--- src/rtl/vga_timing_driver.sv ---
// rtl/vga_timing_driver.sv - 640x480@60 VGA timing generator and RRRGGGBB colour expander for the board DAC
module vga_timing_driver #(
    parameter int CLK_DIV  = 2,
    parameter int H_ACTIVE = 640,
    parameter int H_FP     = 16,
    parameter int H_SYNC   = 96,
    parameter int H_BP     = 48,
    parameter int V_ACTIVE = 480,
    parameter int V_FP     = 10,
    parameter int V_SYNC   = 2,
    parameter int V_BP     = 33
) (
    input  logic       clk,
    input  logic       rst_n,
    input  logic [7:0] color_in,
    output logic [9:0] current_pixel_x,
    output logic [9:0] current_pixel_y,
    output logic       pixel_tick,
    output logic       frame_start,
    output logic       vga_clk,
    output logic [7:0] vga_r,
    output logic [7:0] vga_g,
    output logic [7:0] vga_b,
    output logic       vga_hs,
    output logic       vga_vs,
    output logic       vga_blank_n,
    output logic       vga_sync_n
);

    localparam int H_TOTAL = H_ACTIVE + H_FP + H_SYNC + H_BP;
    localparam int V_TOTAL = V_ACTIVE + V_FP + V_SYNC + V_BP;
    localparam int DIV_W   = $clog2(CLK_DIV);

    localparam logic [DIV_W-1:0] DIV_LAST = DIV_W'(CLK_DIV - 1);
    localparam logic [DIV_W-1:0] DIV_HALF = DIV_W'(CLK_DIV / 2);

    localparam logic [9:0] X_LAST   = 10'(H_TOTAL - 1);
    localparam logic [9:0] Y_LAST   = 10'(V_TOTAL - 1);
    localparam logic [9:0] X_ACT    = 10'(H_ACTIVE);
    localparam logic [9:0] Y_ACT    = 10'(V_ACTIVE);
    localparam logic [9:0] HS_START = 10'(H_ACTIVE + H_FP);
    localparam logic [9:0] HS_END   = 10'(H_ACTIVE + H_FP + H_SYNC - 1);
    localparam logic [9:0] VS_START = 10'(V_ACTIVE + V_FP);
    localparam logic [9:0] VS_END   = 10'(V_ACTIVE + V_FP + V_SYNC - 1);

    logic [DIV_W-1:0] div;
    logic [DIV_W-1:0] div_nxt;
    logic             tick_nxt;
    logic             x_wrap;
    logic             y_wrap;
    logic [9:0]       x_nxt;
    logic [9:0]       y_nxt;
    logic             active0;
    logic             hs0;
    logic             vs0;
    logic [2:0]       r3;
    logic [2:0]       g3;
    logic [1:0]       b2;

    assign r3 = color_in[7:5];
    assign g3 = color_in[4:2];
    assign b2 = color_in[1:0];

    assign vga_sync_n = 1'b0;

    // Next-state values; everything registered below is derived from these so
    // the stage-0 flags always describe the coordinates held in x/y.
    always_comb begin
        div_nxt  = (div == DIV_LAST) ? '0 : div + 1'b1;
        tick_nxt = (div_nxt == DIV_LAST);
        x_wrap   = (current_pixel_x == X_LAST);
        y_wrap   = (current_pixel_y == Y_LAST);
        x_nxt    = current_pixel_x;
        y_nxt    = current_pixel_y;
        if (pixel_tick) begin
            x_nxt = x_wrap ? 10'd0 : current_pixel_x + 10'd1;
            if (x_wrap) begin
                y_nxt = y_wrap ? 10'd0 : current_pixel_y + 10'd1;
            end
        end
    end

    always_ff @(posedge clk) begin
        if (!rst_n) begin
            div             <= '0;
            pixel_tick      <= 1'b0;
            frame_start     <= 1'b0;
            vga_clk         <= 1'b0;
            current_pixel_x <= 10'd0;
            current_pixel_y <= 10'd0;
            active0         <= 1'b1;
            hs0             <= 1'b1;
            vs0             <= 1'b1;
        end else begin
            div             <= div_nxt;
            pixel_tick      <= tick_nxt;
            frame_start     <= tick_nxt && (x_nxt == X_LAST) && (y_nxt == Y_LAST);
            // High for the second half of the pixel period: rising edge mid-pixel.
            vga_clk         <= (div_nxt >= DIV_HALF);
            current_pixel_x <= x_nxt;
            current_pixel_y <= y_nxt;
            active0         <= (x_nxt < X_ACT) && (y_nxt < Y_ACT);
            hs0             <= !((x_nxt >= HS_START) && (x_nxt <= HS_END));
            vs0             <= !((y_nxt >= VS_START) && (y_nxt <= VS_END));
        end
    end

    // Output stage: colour and flags of the same pixel land together, one pixel late.
    always_ff @(posedge clk) begin
        if (!rst_n) begin
            vga_r       <= 8'd0;
            vga_g       <= 8'd0;
            vga_b       <= 8'd0;
            vga_hs      <= 1'b1;
            vga_vs      <= 1'b1;
            vga_blank_n <= 1'b0;
        end else if (pixel_tick) begin
            vga_r       <= active0 ? {r3, r3, r3[2:1]} : 8'd0;
            vga_g       <= active0 ? {g3, g3, g3[2:1]} : 8'd0;
            vga_b       <= active0 ? {b2, b2, b2, b2}  : 8'd0;
            vga_hs      <= hs0;
            vga_vs      <= vs0;
            vga_blank_n <= active0;
        end
    end

endmodule

--- config.mk ---
export PLATFORM = sky130hd
export DESIGN_NAME = vga_timing_driver
export DESIGN_NICKNAME = d
export VERILOG_FILES = /design/src/rtl/vga_timing_driver.sv
export SDC_FILE = /design/constraint.sdc
export NUM_CORES = 1
export LEC_CHECK = 0
export CAP_MARGIN = 20
export CORE_UTILIZATION = 35
export DETAILED_ROUTE_END_ITERATION = 10
export SYNTH_ARGS = -nofsm -noshare
export SYNTH_HDL_FRONTEND = slang
export SYNTH_SLANG_ARGS = --single-unit
export TNS_END_PERCENT = 10
--- constraint.sdc ---
create_clock -name clk -period 1.9 [get_ports clk]
set_input_delay 0.38 -clock clk [delete_from_list [all_inputs] [get_ports clk]]
set_output_delay 0.38 -clock clk [all_outputs]
set_load 0.03 [all_outputs]
==> results.rst <==
.. list-table::
   :header-rows: 1

   * - Metric
     - Value
   * - Asr flop ratio synth
     - 0%
   * - Estimated wirelength of the detail-placed design
     - 3.84 mm
   * - Met2 track demand over resource
     - 27.5%
   * - End-of-flow core utilization
     - 54.4%
   * - Number of instances in the placed design
     - 369
   * - Core Box Area
     - 5640 sq um
   * - Areal power density over the cells
     - 532 nW/um^2
   * - Simple-gate portion of the synthesized area
     - 32.8%
   * - Shortest clock period the worst path allows after layout
     - 1900 ps
   * - RSZ-0062 raised after global routing
     - true
   * - Worst EP arrival
     - 2100 ps
   * - Cell internal power dissipation
     - 1190 uW
   * - Die footprint
     - 6330 sq um
   * - Power spent charging and discharging nets
     - 442 uW
   * - Via density
     - 5.09
   * - Clock latency on the worst-skew pair
     - 290 ps
   * - Biggest fanout along the worst timing path
     - 7
   * - Max cap viols
     - 0
   * - Port Buf Inserts
     - 59
   * - Via count
     - 1960
   * - First-pass GRT wire length
     - 8.52 mm
   * - DRC violations left
     - 0
   * - TritonCTS clock tree
     - done
   * - Placement Rows
     - 27
   * - Bufs on Longest Clock Path
     - 2
   * - Multiplexer share of the synthesized area
     - 3.15%
   * - Dominant combinational cell family by area after synthesis
     - simple AND/OR/NAND/NOR gates
   * - Fraction of power spent switching nets
     - 27.1%
   * - Adder-cell share of the synthesized area
     - 1.78%
   * - Final Slew Violations
     - 0
   * - Clock power share
     - 35.3%
   * - Number of CTS-inserted buffers
     - 5
   * - Routed length per instance
     - 14.3 um
   * - Register bit count reported by yosys
     - 36
   * - Filler Cell Count
     - 509
   * - Synth-to-Final Area Change
     - 45.7%
   * - Effective utilization at floorplan
     - 37.3%
   * - Period utilisation layout
     - 99.8%
   * - Ys flop type
     - sky130_fd_sc_hd__dfxtp_1
   * - Max Fclk
     - 0.528 GHz
   * - CP Launch Type
     - register
   * - Fraction of power consumed by sequential logic
     - 48.1%
   * - Distinct cells, synth
     - 55
   * - Last weighted congestion value of the routability-driven placer
     - 0.927
   * - Crit path kind
     - register to register
   * - Number of placed I/O pins
     - 61
   * - Mean post-synth cell area
     - 8.73 sq um
   * - Relative contribution of combinational cells to total power
     - 16.6%
   * - Total track usage
     - 17.3%
   * - Endpoints failing setup
     - 0
   * - Number of design-rule violations left by the first detailed-router iteration
     - 107
   * - Delay of the slowest cell on the worst path
     - 390 ps
   * - Number of enable flip-flop cells after synthesis
     - 0
   * - Sequential share of the synthesized area
     - 34.2%
   * - Post-synthesis net count
     - 254
   * - Global-route met3 utilization
     - 3.89%
   * - Result of the run
     - finished clean
   * - Number of instances in the synthesized netlist
     - 241
   * - Register clock-pin slew on the reported worst setup and hold paths
     - 70 ps
   * - Setup Total Neg Slack
     - 0 ps
   * - Xor and xnor area share after synthesis
     - 4.58%
   * - Cell seen most often among critical-path stages
     - sky130_fd_sc_hd__nand4_1
   * - Synthesized cell area
     - 2100 sq um
   * - Most Crowded Layer GR
     - met2
   * - Global route total overflow
     - 0
   * - Number of buffers inserted for hold repair after clock tree synthesis
     - 0
   * - Number of levels in the clock H-tree
     - 2
   * - Routing usage on met1
     - 23.0%
   * - Required time of the worst setup path
     - 2110 ps
   * - Number of warning messages in the yosys log
     - 0
   * - Area fraction in compound gates after synthesis
     - 11.4%
   * - Total Nets Final
     - 325
   * - Critical-path top delay cell
     - sky130_fd_sc_hd__and4bb_4
   * - Post-route clock skew
     - 5.68 ps
   * - Number of global-route vias before repair
     - 1740
   * - Share of post-route cells with drive strength above 1
     - 26.5%
   * - Post-place setup slack
     - 6.76 ps
   * - Worst min path class
     - register to register
   * - Count of placed standard cells in the final layout, fillers left out
     - 385
   * - Final hold violation count
     - 0
   * - Router iterations before antenna repair
     - 4
   * - Root Buffer Master
     - sky130_fd_sc_hd__clkbuf_8
   * - Count of inserted antenna diode cells
     - 0
   * - Cell leakage power
     - 0.00116 uW
   * - Clk sink count
     - 36
   * - Die height
     - 79.5 um
   * - Endpoint kind of the worst setup timing path
     - register
   * - Maximum resistive drop on vdd
     - 272 uV
   * - Pin count of the biggest net entering global routing
     - 18
   * - Cells traversed along the worst timing path
     - and4bb_4 > and3_4 > nand4_1 > mux2_4 > nand4_1 > nor4b_4
   * - Post-route antenna net violation count
     - 0
   * - Chip Width
     - 79.5 um
   * - DRT Wirelength
     - 5.50 mm
   * - Worst Slack Setup Final
     - 4.38 ps
   * - Initial antenna violation count
     - 0
registers in the layout, summed over array words and instances (netlist names):
signal	flops
active0	1
current_pixel_x	10
current_pixel_y	10
frame_start	1
hs0	1
vga_b	2
vga_blank_n	1
vga_clk	1
vga_g	3
vga_hs	1
vga_r	3
vga_vs	1
vs0	1
repair_timing:
item / CTS / global route
gates cloned: 0 / 1
resized for setup: 5 / 23
setup buffers: 0 / 7
pin swaps: 1 / 9
setup endpoints to repair: 4 / 7
worst max-delay path, delay by kind of cell (launching register included):
kind / cells / cell delay, ps
flops: 1 / 340
simple gates: 5 / 1220
mux: 1 / 250
Yosys cell counts (4+ instances only):
| cell | n | area, sq um |
|---|---|---|
| sky130_fd_sc_hd__a21boi_0 | 4 | 30.0 |
| sky130_fd_sc_hd__nand2_1 | 16 | 60.1 |
| sky130_fd_sc_hd__o21ai_0 | 5 | 25.0 |
| sky130_fd_sc_hd__buf_4 | 19 | 143 |
| sky130_fd_sc_hd__nand4_1 | 7 | 43.8 |
| sky130_fd_sc_hd__nor4b_1 | 4 | 35.0 |
| sky130_fd_sc_hd__a21oi_1 | 11 | 55.1 |
| sky130_fd_sc_hd__and2_1 | 10 | 62.6 |
| sky130_fd_sc_hd__xnor2_1 | 10 | 87.6 |
| sky130_fd_sc_hd__inv_1 | 4 | 15.0 |
| sky130_fd_sc_hd__nand3_1 | 11 | 55.1 |
| sky130_fd_sc_hd__clkbuf_1 | 6 | 22.5 |
| sky130_fd_sc_hd__nor2_1 | 9 | 33.8 |
| sky130_fd_sc_hd__nor2b_1 | 23 | 144 |
| sky130_fd_sc_hd__nor3_1 | 5 | 25.0 |
| sky130_fd_sc_hd__dfxtp_1 | 36 | 721 |
| sky130_fd_sc_hd__buf_2 | 4 | 20.0 |
| sky130_fd_sc_hd__mux2i_1 | 4 | 40.0 |
routing by layer:
layer | vias up | wire [um]
met2 | 85 | 2460
li1 | 966 | -
met5 | - | 0
met3 | 12 | 412
met1 | 897 | 2530
met4 | 0 | 99
layout make-up:
class,count,area [sq um],area share [%]
Multi-Input combinational cell,169,1250,40.9
Timing Repair Buffer,96,867,28.3
Sequential cell,36,747,24.4
Tap cell,72,90.1,2.94
Clock buffer,7,86.3,2.82
Inverter,4,15.0,0.490
Clock inverter,1,6.26,0.204
metrics by stage:
stage	area, sq um	total power [uW]	hold WS [ps]
after detailed placement	2810	1060	444
after floorplan	2140	973	422
final	3070	1630	460
after global routing	3070	1700	500
after global placement	2810	1060	436
after CTS	2910	1650	465
power groups by stage:
| stage | Clock (uW) | Combinational [uW] | Sequential [uW] |
|---|---|---|---|
| CTS | 599 | 262 | 785 |
| detailed placement | 0 | 262 | 803 |
| global route | 622 | 288 | 789 |
| global placement | 0 | 262 | 801 |
| finish | 576 | 271 | 785 |
| floorplan | 0 | 136 | 837 |
layout by cell type (no fill, tap or decap), types with 2 or more instances in the layout:
cell type,netlist,layout
sky130_fd_sc_hd__ha_1,3,2
sky130_fd_sc_hd__or3_1,3,2
sky130_fd_sc_hd__buf_4,19,37
sky130_fd_sc_hd__and2_2,3,2
sky130_fd_sc_hd__mux2_4,1,2
sky130_fd_sc_hd__a21boi_1,1,2
sky130_fd_sc_hd__nor2b_1,23,23
sky130_fd_sc_hd__nor3_1,5,4
sky130_fd_sc_hd__dfxtp_2,0,9
sky130_fd_sc_hd__nand2_1,16,16
sky130_fd_sc_hd__dfxtp_1,36,23
sky130_fd_sc_hd__o211ai_1,2,2
sky130_fd_sc_hd__o21a_1,2,2
sky130_fd_sc_hd__nand4_1,7,7
sky130_fd_sc_hd__mux2i_1,4,4
sky130_fd_sc_hd__and3_2,1,2
sky130_fd_sc_hd__nor3b_1,2,2
sky130_fd_sc_hd__and2_1,10,10
sky130_fd_sc_hd__o21ai_1,0,2
sky130_fd_sc_hd__a21oi_1,11,11
sky130_fd_sc_hd__a21boi_0,4,3
sky130_fd_sc_hd__inv_1,4,3
sky130_fd_sc_hd__nand3_1,11,11
sky130_fd_sc_hd__nor4b_4,0,2
sky130_fd_sc_hd__xnor2_1,10,9
sky130_fd_sc_hd__nor2_1,9,9
sky130_fd_sc_hd__clkbuf_8,1,6
sky130_fd_sc_hd__clkdlybuf4s50_1,0,55
sky130_fd_sc_hd__nand2b_1,2,2
sky130_fd_sc_hd__and3_1,2,2
sky130_fd_sc_hd__o21ai_0,5,3
sky130_fd_sc_hd__dlygate4sd2_1,0,3
sky130_fd_sc_hd__dfxtp_4,0,4
sky130_fd_sc_hd__nand3b_1,3,3
sky130_fd_sc_hd__nor4b_2,1,2
final timing paths:
check | cells after the start | to | slack (ps) | from
worst max register to register | 6 | frame_start | 4 | current_pixel_x[6]
worst min-delay path | 2 | vga_vs | 460 | vs0
worst max-delay path | 6 | frame_start | 4 | current_pixel_x[6]
worst min register to register | 2 | vga_vs | 460 | vs0
logic make-up (layout without fill, tap and decap cells):
group           after synthesis  count (layout)
xor+xnor                     11              11
other cells                   1               1
simple gates                112             113
compound gates               35              35
flops                        36              36
fa+ha+maj                     3               3
buf+inv                      37             108
mux                           6               6
No activity file was read; power rests on OpenSTA's default activity.
